===== config.mk =====
export PLATFORM = sky130hd
export DESIGN_NAME = exu_div_wb_ctl
export DESIGN_NICKNAME = d
export VERILOG_FILES = /design/src/rtl/exu_div_wb_ctl_pkg.sv /design/src/rtl/exu_div_wb_ctl.sv
export SDC_FILE = /design/constraint.sdc
export NUM_CORES = 1
export LEC_CHECK = 0
export ABC_AREA = 1
export BUFFER_PORTS_ARGS = -buffer_cell sky130_fd_sc_hd__buf_4
export CAP_MARGIN = 30
export CORE_MARGIN = 2
export CORE_UTILIZATION = 28
export CTS_BUF_LIST = sky130_fd_sc_hd__clkbuf_4 sky130_fd_sc_hd__clkbuf_8 sky130_fd_sc_hd__clkbuf_16
export DETAILED_ROUTE_END_ITERATION = 8
export PLACE_DENSITY_LB_ADDON = 0.1
export SKIP_CTS_REPAIR_TIMING = 1
export SLEW_MARGIN = 20
export SYNTH_ARGS = -nofsm -noshare
export SYNTH_HDL_FRONTEND = slang
export SYNTH_SLANG_ARGS = --single-unit

===== constraint.sdc =====
create_clock -name clk -period 1.7 [get_ports clk]
set_clock_uncertainty 0.1 [all_clocks]
set_input_delay 0.17 -clock clk [delete_from_list [all_inputs] [get_ports clk]]
set_output_delay 0.17 -clock clk [all_outputs]
set_load 0.01 [all_outputs]

===== src/rtl/exu_div_wb_ctl_pkg.sv =====
// exu_div_wb_ctl_pkg
//
// Shared types for the divide writeback controller and the divider beside it.
//   div_pkt_t      : request packet handed to the iterative divider
//   div_wb_state_t : controller state encoding
//   DIV_DATA_W     : operand/result width of the divider
//   DIV_REG_AW     : architectural register address width

package exu_div_wb_ctl_pkg;

    localparam int DIV_DATA_W = 32;
    localparam int DIV_REG_AW = 5;

    typedef struct packed {
        logic valid;
        logic unsign;
        logic rem;
    } div_pkt_t;

    typedef enum logic [1:0] {
        IDLE    = 2'b00,
        BUSY    = 2'b01,
        CAPT    = 2'b10,
        WB_PEND = 2'b11
    } div_wb_state_t;

endpackage


===== src/rtl/exu_div_wb_ctl.sv =====
// exu_div_wb_ctl
//
// Initiator-side controller for the 32-bit iterative divider. It takes one
// divide op from decode, launches it on the divider, waits for the finish,
// captures the result and holds it until the integer writeback port grants
// it. While an op is in flight it flags a register hazard to decode against
// the pending destination register.
//
// Ports:
//   clk, rst_l           : core clock, asynchronous active-low reset
//   flush_lower          : kills a divide whose result is not yet committed
//   dec_div_*            : divide op from decode (valid/ready handshake)
//   div_p, div_dividend,
//   div_divisor          : request to the divider (valid for one cycle)
//   div_finish, div_out  : divider completion; div_out is valid the cycle
//                          after div_finish
//   dec_rs1/rs2/rd_*     : register usage of the younger op in decode
//   div_hazard           : younger op must stall
//   div_busy             : controller is not idle
//   wb_div_*             : writeback request (valid/ready handshake)
//   div_busy_cycles      : busy-cycle perf counter
//
// Build option:
//   EXU_DIV_PERF_CNT_EN  : when defined, div_busy_cycles is a saturating count
//                          of non-idle cycles; otherwise it is tied to zero.

module exu_div_wb_ctl
    import exu_div_wb_ctl_pkg::*;
#(
    parameter int DATA_W = DIV_DATA_W,
    parameter int REG_AW = DIV_REG_AW
) (
    input  logic              clk,
    input  logic              rst_l,
    input  logic              flush_lower,

    input  logic              dec_div_valid,
    output logic              dec_div_ready,
    input  logic              dec_div_unsign,
    input  logic              dec_div_rem,
    input  logic [REG_AW-1:0] dec_div_rd,
    input  logic [DATA_W-1:0] dec_div_rs1_data,
    input  logic [DATA_W-1:0] dec_div_rs2_data,

    output div_pkt_t          div_p,
    output logic [DATA_W-1:0] div_dividend,
    output logic [DATA_W-1:0] div_divisor,
    input  logic              div_finish,
    input  logic [DATA_W-1:0] div_out,

    input  logic              dec_rs1_en,
    input  logic              dec_rs2_en,
    input  logic [REG_AW-1:0] dec_rs1_addr,
    input  logic [REG_AW-1:0] dec_rs2_addr,
    input  logic [REG_AW-1:0] dec_rd_addr,
    input  logic              dec_rd_en,
    output logic              div_hazard,
    output logic              div_busy,

    output logic              wb_div_valid,
    output logic [REG_AW-1:0] wb_div_rd,
    output logic [DATA_W-1:0] wb_div_data,
    input  logic              wb_div_ready,

    output logic [31:0]       div_busy_cycles
);

    div_wb_state_t     state_q, state_d;
    logic [REG_AW-1:0] rd_q, rd_d;
    logic [DATA_W-1:0] result_q, result_d;
    logic              accept;

    // A flush in the same cycle as a request blocks the accept, so a killed
    // op never reaches the divider.
    assign accept = dec_div_valid & (state_q == IDLE) & ~flush_lower;

    // Next-state and datapath-register selection. The divider latches the
    // operation flavour when div_p.valid pulses, so only the destination
    // register and the result need to be held here. A flush is honoured up
    // to and including the capture cycle; once in WB_PEND the result is
    // committed and only the writeback grant releases it.
    always_comb begin
        state_d  = state_q;
        rd_d     = rd_q;
        result_d = result_q;
        case (state_q)
            IDLE: begin
                if (accept) begin
                    state_d = BUSY;
                    rd_d    = dec_div_rd;
                end
            end
            BUSY: begin
                if (flush_lower) begin
                    state_d = IDLE;
                end else if (div_finish) begin
                    state_d = CAPT;
                end
            end
            CAPT: begin
                if (flush_lower) begin
                    state_d = IDLE;
                end else begin
                    result_d = div_out;
                    state_d  = (rd_q != '0) ? WB_PEND : IDLE;
                end
            end
            WB_PEND: begin
                if (wb_div_ready) begin
                    state_d = IDLE;
                end
            end
            default: state_d = IDLE;
        endcase
    end

    always_ff @(posedge clk or negedge rst_l) begin
        if (!rst_l) begin
            state_q  <= IDLE;
            rd_q     <= '0;
            result_q <= '0;
        end else begin
            state_q  <= state_d;
            rd_q     <= rd_d;
            result_q <= result_d;
        end
    end

    // Divider request: operands are forced to zero outside the accept cycle
    // so the divider inputs stay quiet between ops.
    always_comb begin
        div_p        = '0;
        div_dividend = '0;
        div_divisor  = '0;
        if (accept) begin
            div_p.valid  = 1'b1;
            div_p.unsign = dec_div_unsign;
            div_p.rem    = dec_div_rem;
            div_dividend = dec_div_rs1_data;
            div_divisor  = dec_div_rs2_data;
        end
    end

    // Status, writeback and hazard outputs. Writeback address and data are
    // zero unless the request is up, which keeps them stable while the grant
    // is pending. x0 never creates a hazard because writes to it are dropped.
    always_comb begin
        dec_div_ready = (state_q == IDLE);
        div_busy      = (state_q != IDLE);
        wb_div_valid  = (state_q == WB_PEND);
        wb_div_rd     = '0;
        wb_div_data   = '0;
        if (state_q == WB_PEND) begin
            wb_div_rd   = rd_q;
            wb_div_data = result_q;
        end
        div_hazard = (state_q != IDLE) & (rd_q != '0) &
                     ((dec_rs1_en & (dec_rs1_addr == rd_q)) |
                      (dec_rs2_en & (dec_rs2_addr == rd_q)) |
                      (dec_rd_en  & (dec_rd_addr  == rd_q)));
    end

`ifdef EXU_DIV_PERF_CNT_EN
    logic [31:0] busy_cnt_q, busy_cnt_d;

    // Saturating count of every non-idle cycle; only reset clears it.
    always_comb begin
        busy_cnt_d = busy_cnt_q;
        if ((state_q != IDLE) && (busy_cnt_q != 32'hFFFF_FFFF)) begin
            busy_cnt_d = busy_cnt_q + 32'd1;
        end
    end

    always_ff @(posedge clk or negedge rst_l) begin
        if (!rst_l) begin
            busy_cnt_q <= '0;
        end else begin
            busy_cnt_q <= busy_cnt_d;
        end
    end

    assign div_busy_cycles = busy_cnt_q;
`else
    assign div_busy_cycles = 32'd0;
`endif

endmodule


==> run summary <==
status - complete, but fails checks
failing checks - hold timing, setup timing
GR Util met2 - 27.29%
CTS Buf Count - 5
top_reg_cell synth - dfrtp_1
fin crit period - 1.721 ns
FFs w/ async S/R, synth - 100.0%
via count - 3406
IO Count - 267
# setup viols final - 4
DRT antenna net count - 0
delay-heaviest family, CP - buffers and inverters
Avg Inst Size Synth - 6.672 µm²
area of the mapped netlist - 3129 µm²
final hold slack - -0.01838 ns
Max-cap violations - 0
worst-skew pair later-pin latency - 0.29 ns
Post-synth EDFFs - 0
DR iter-0 viols - 80
Slew Viols, Final - 0
DRC - 0
Tcrit/Tclk final - 101.2%
largest cells by area after synthesis - dfrtp_1, inv_1, nor2_4
DP Area - 4886 µm²
count leader, synth - inv_1
Cell variety after synth - 25
synthesis-to-finish area growth - 70.73%
most common library cells after synthesis - inv_1, nand2_1, nor2_1
overall power - 4879 µW
Post-layout nets - 851
RSZ-0062 raised after global routing - yes
Seq/Total Area, Yosys - 31.19%
initial antenna violation count - 0
slowest cell on the critical path - dfrtp_1
DR WL/cell - 12.04 µm
grt met3 use - 3.734%
Total GRT Usage - 15.50%
slowest cell delay on critical path - 0.40 ns
CP Class - reg2out
largest net degree at the start of global routing - 41
post-synth top area cell - dfrtp_1
Synth top area share - 31.19%
met1 GRT Util - 19.06%
Inst Count DP - 833
Die Y - 109.7 µm
core box area - 10890 µm²
CTS clk-pin slew, worst paths - 0.08 ns
crit start category - flop
YS warnings - 0
total congestion overflow - 0
Setup TNS - -0.04309 ns
Hold Crit Class - in2reg
GR peak layer - met2
Mapped Cells - 469
Max VDD drop - 0.4638 mV
CP Capture Type - primary output
Final Non-Filler Cells - 865
# diodes - 0
Critical Path RT - 1.43 ns
fin area - 5343 µm²
Final Hold Fails - 15
clock sink count - 39
Max Fclk - 581.2 MHz
IO buf count - 234
WP buf/inv - 4
row count - 38
Clock Path Buffers - 2
DRT Pass-1 Iters - 4
leakage - 0.003163 µW
HPWL after DPL - 8474 µm
Worst EP arrival - 1.45 ns
Root Buffer - clkbuf_8
critical path cell sequence - inv_2 -> nand2_4 -> nor2_8 -> inv_6 -> buf_12 -> nor2_1 -> buf_4
ratio of cells with drive above 1 in the final layout - 45.79%
Tightest Pin Transition - 0.5070 ns
#FFs+latches synth - 39
vias in the first global route - 2969
Pwr Density - 913.3 nW/µm²
global-route wire length before repair - 14660 µm
Die W - 109.7 µm
Initial Util - 28.74%
CP Max Fanout - 25
Total Die Area - 12040 µm²
Fillers - 1133
TritonCTS clock tree - done
routability cong. - 0.8175
final wirelength - 10420 µm
final worst slack - -0.02071 ns
H-tree depth - 2
Slew HR - 66.20%
vias per cell - 3.938
[kinds of logic after synthesis]
kind of cell    after synthesis  synth area share (%)
buf+inv                     177                 28.03
compound gates               40                 6.637
other cells                   1                0.1198
flops                        39                 31.19
simple gates                212                 34.03
[where the power goes]
part | leakage (µW) | switching (µW) | internal [µW]
Sequential | 0.000463 | 187 | 1390
Combinational | 0.00265 | 1410 | 1220
Clock | 0.0000516 | 344 | 332
Total | 0.00316 | 1940 | 2940
[worst min-delay path, stage by stage]
cell,delay (ns)
buf_4,0.07
nand2_1,0.04
o21ai_0,0.05
[flip-flops by register name, summed over array words and instances (netlist names)]
signal and flops:
rd_q 5, result_q 32, state_q 2
[layout by cell type, fill, tap and decap left out, types with 2 or more instances in the layout]
cell / synthesis / routed
buf_4: 37 / 245
inv_2: 2 / 7
nor2_2: 0 / 19
buf_6: 0 / 3
inv_1: 121 / 116
nor2_4: 30 / 30
dlygate4sd3_1: 0 / 13
clkbuf_8: 0 / 6
nand2_2: 1 / 5
nand3_1: 6 / 5
nand2_1: 85 / 81
inv_6: 0 / 2
o21ai_1: 14 / 14
o21ai_0: 24 / 24
buf_12: 3 / 5
nor2_1: 85 / 66
conb_1: 1 / 32
dfrtp_1: 39 / 38
buf_8: 1 / 2
[worst paths after layout]
check,cells after the start,slack (ns),end,start
setup / recovery,7,-0.02,div_divisor[19],state_q[1]
hold / removal,3,-0.02,result_q[8],div_out[8]
setup reg to reg,4,0.25,result_q[25],state_q[0]
hold reg to reg,2,0.42,result_q[0],result_q[0]
max in group asynchronous,2,0.86,rd_q[0],rst_l
min in group asynchronous,2,0.27,result_q[29],rst_l
[through the flow]
step | util (%) | setup slack [ns]
2_1_floorplan | - | 0.3467
3_3_place_gp | 44.87 | 0.2289
3_5_place_dp | 44.87 | 0.1772
4_1_cts | 45.76 | -0.1454
5_1_grt | 49.07 | -0.1073
6_report | 49.07 | -0.02071
[area by class of cell]
type                       count  area (µm²)  area share (%)
inverter                     125       474.2           8.876
timing repair buffer         269        2158           40.40
tap                          140       175.2           3.279
multi-input combinational    284        1461           27.35
clock buffer                   6       82.58           1.546
clock inverter                 2       13.76          0.2576
sequential                    39       977.2           18.29
[layer usage]
layer | up-vias | part of all wire (%)
met5 | - | 0
met4 | 0 | 1.5
met3 | 13 | 8.4
met2 | 143 | 52
met1 | 1487 | 38
li1 | 1763 | -
No activity file was read; power rests on OpenSTA's default activity.
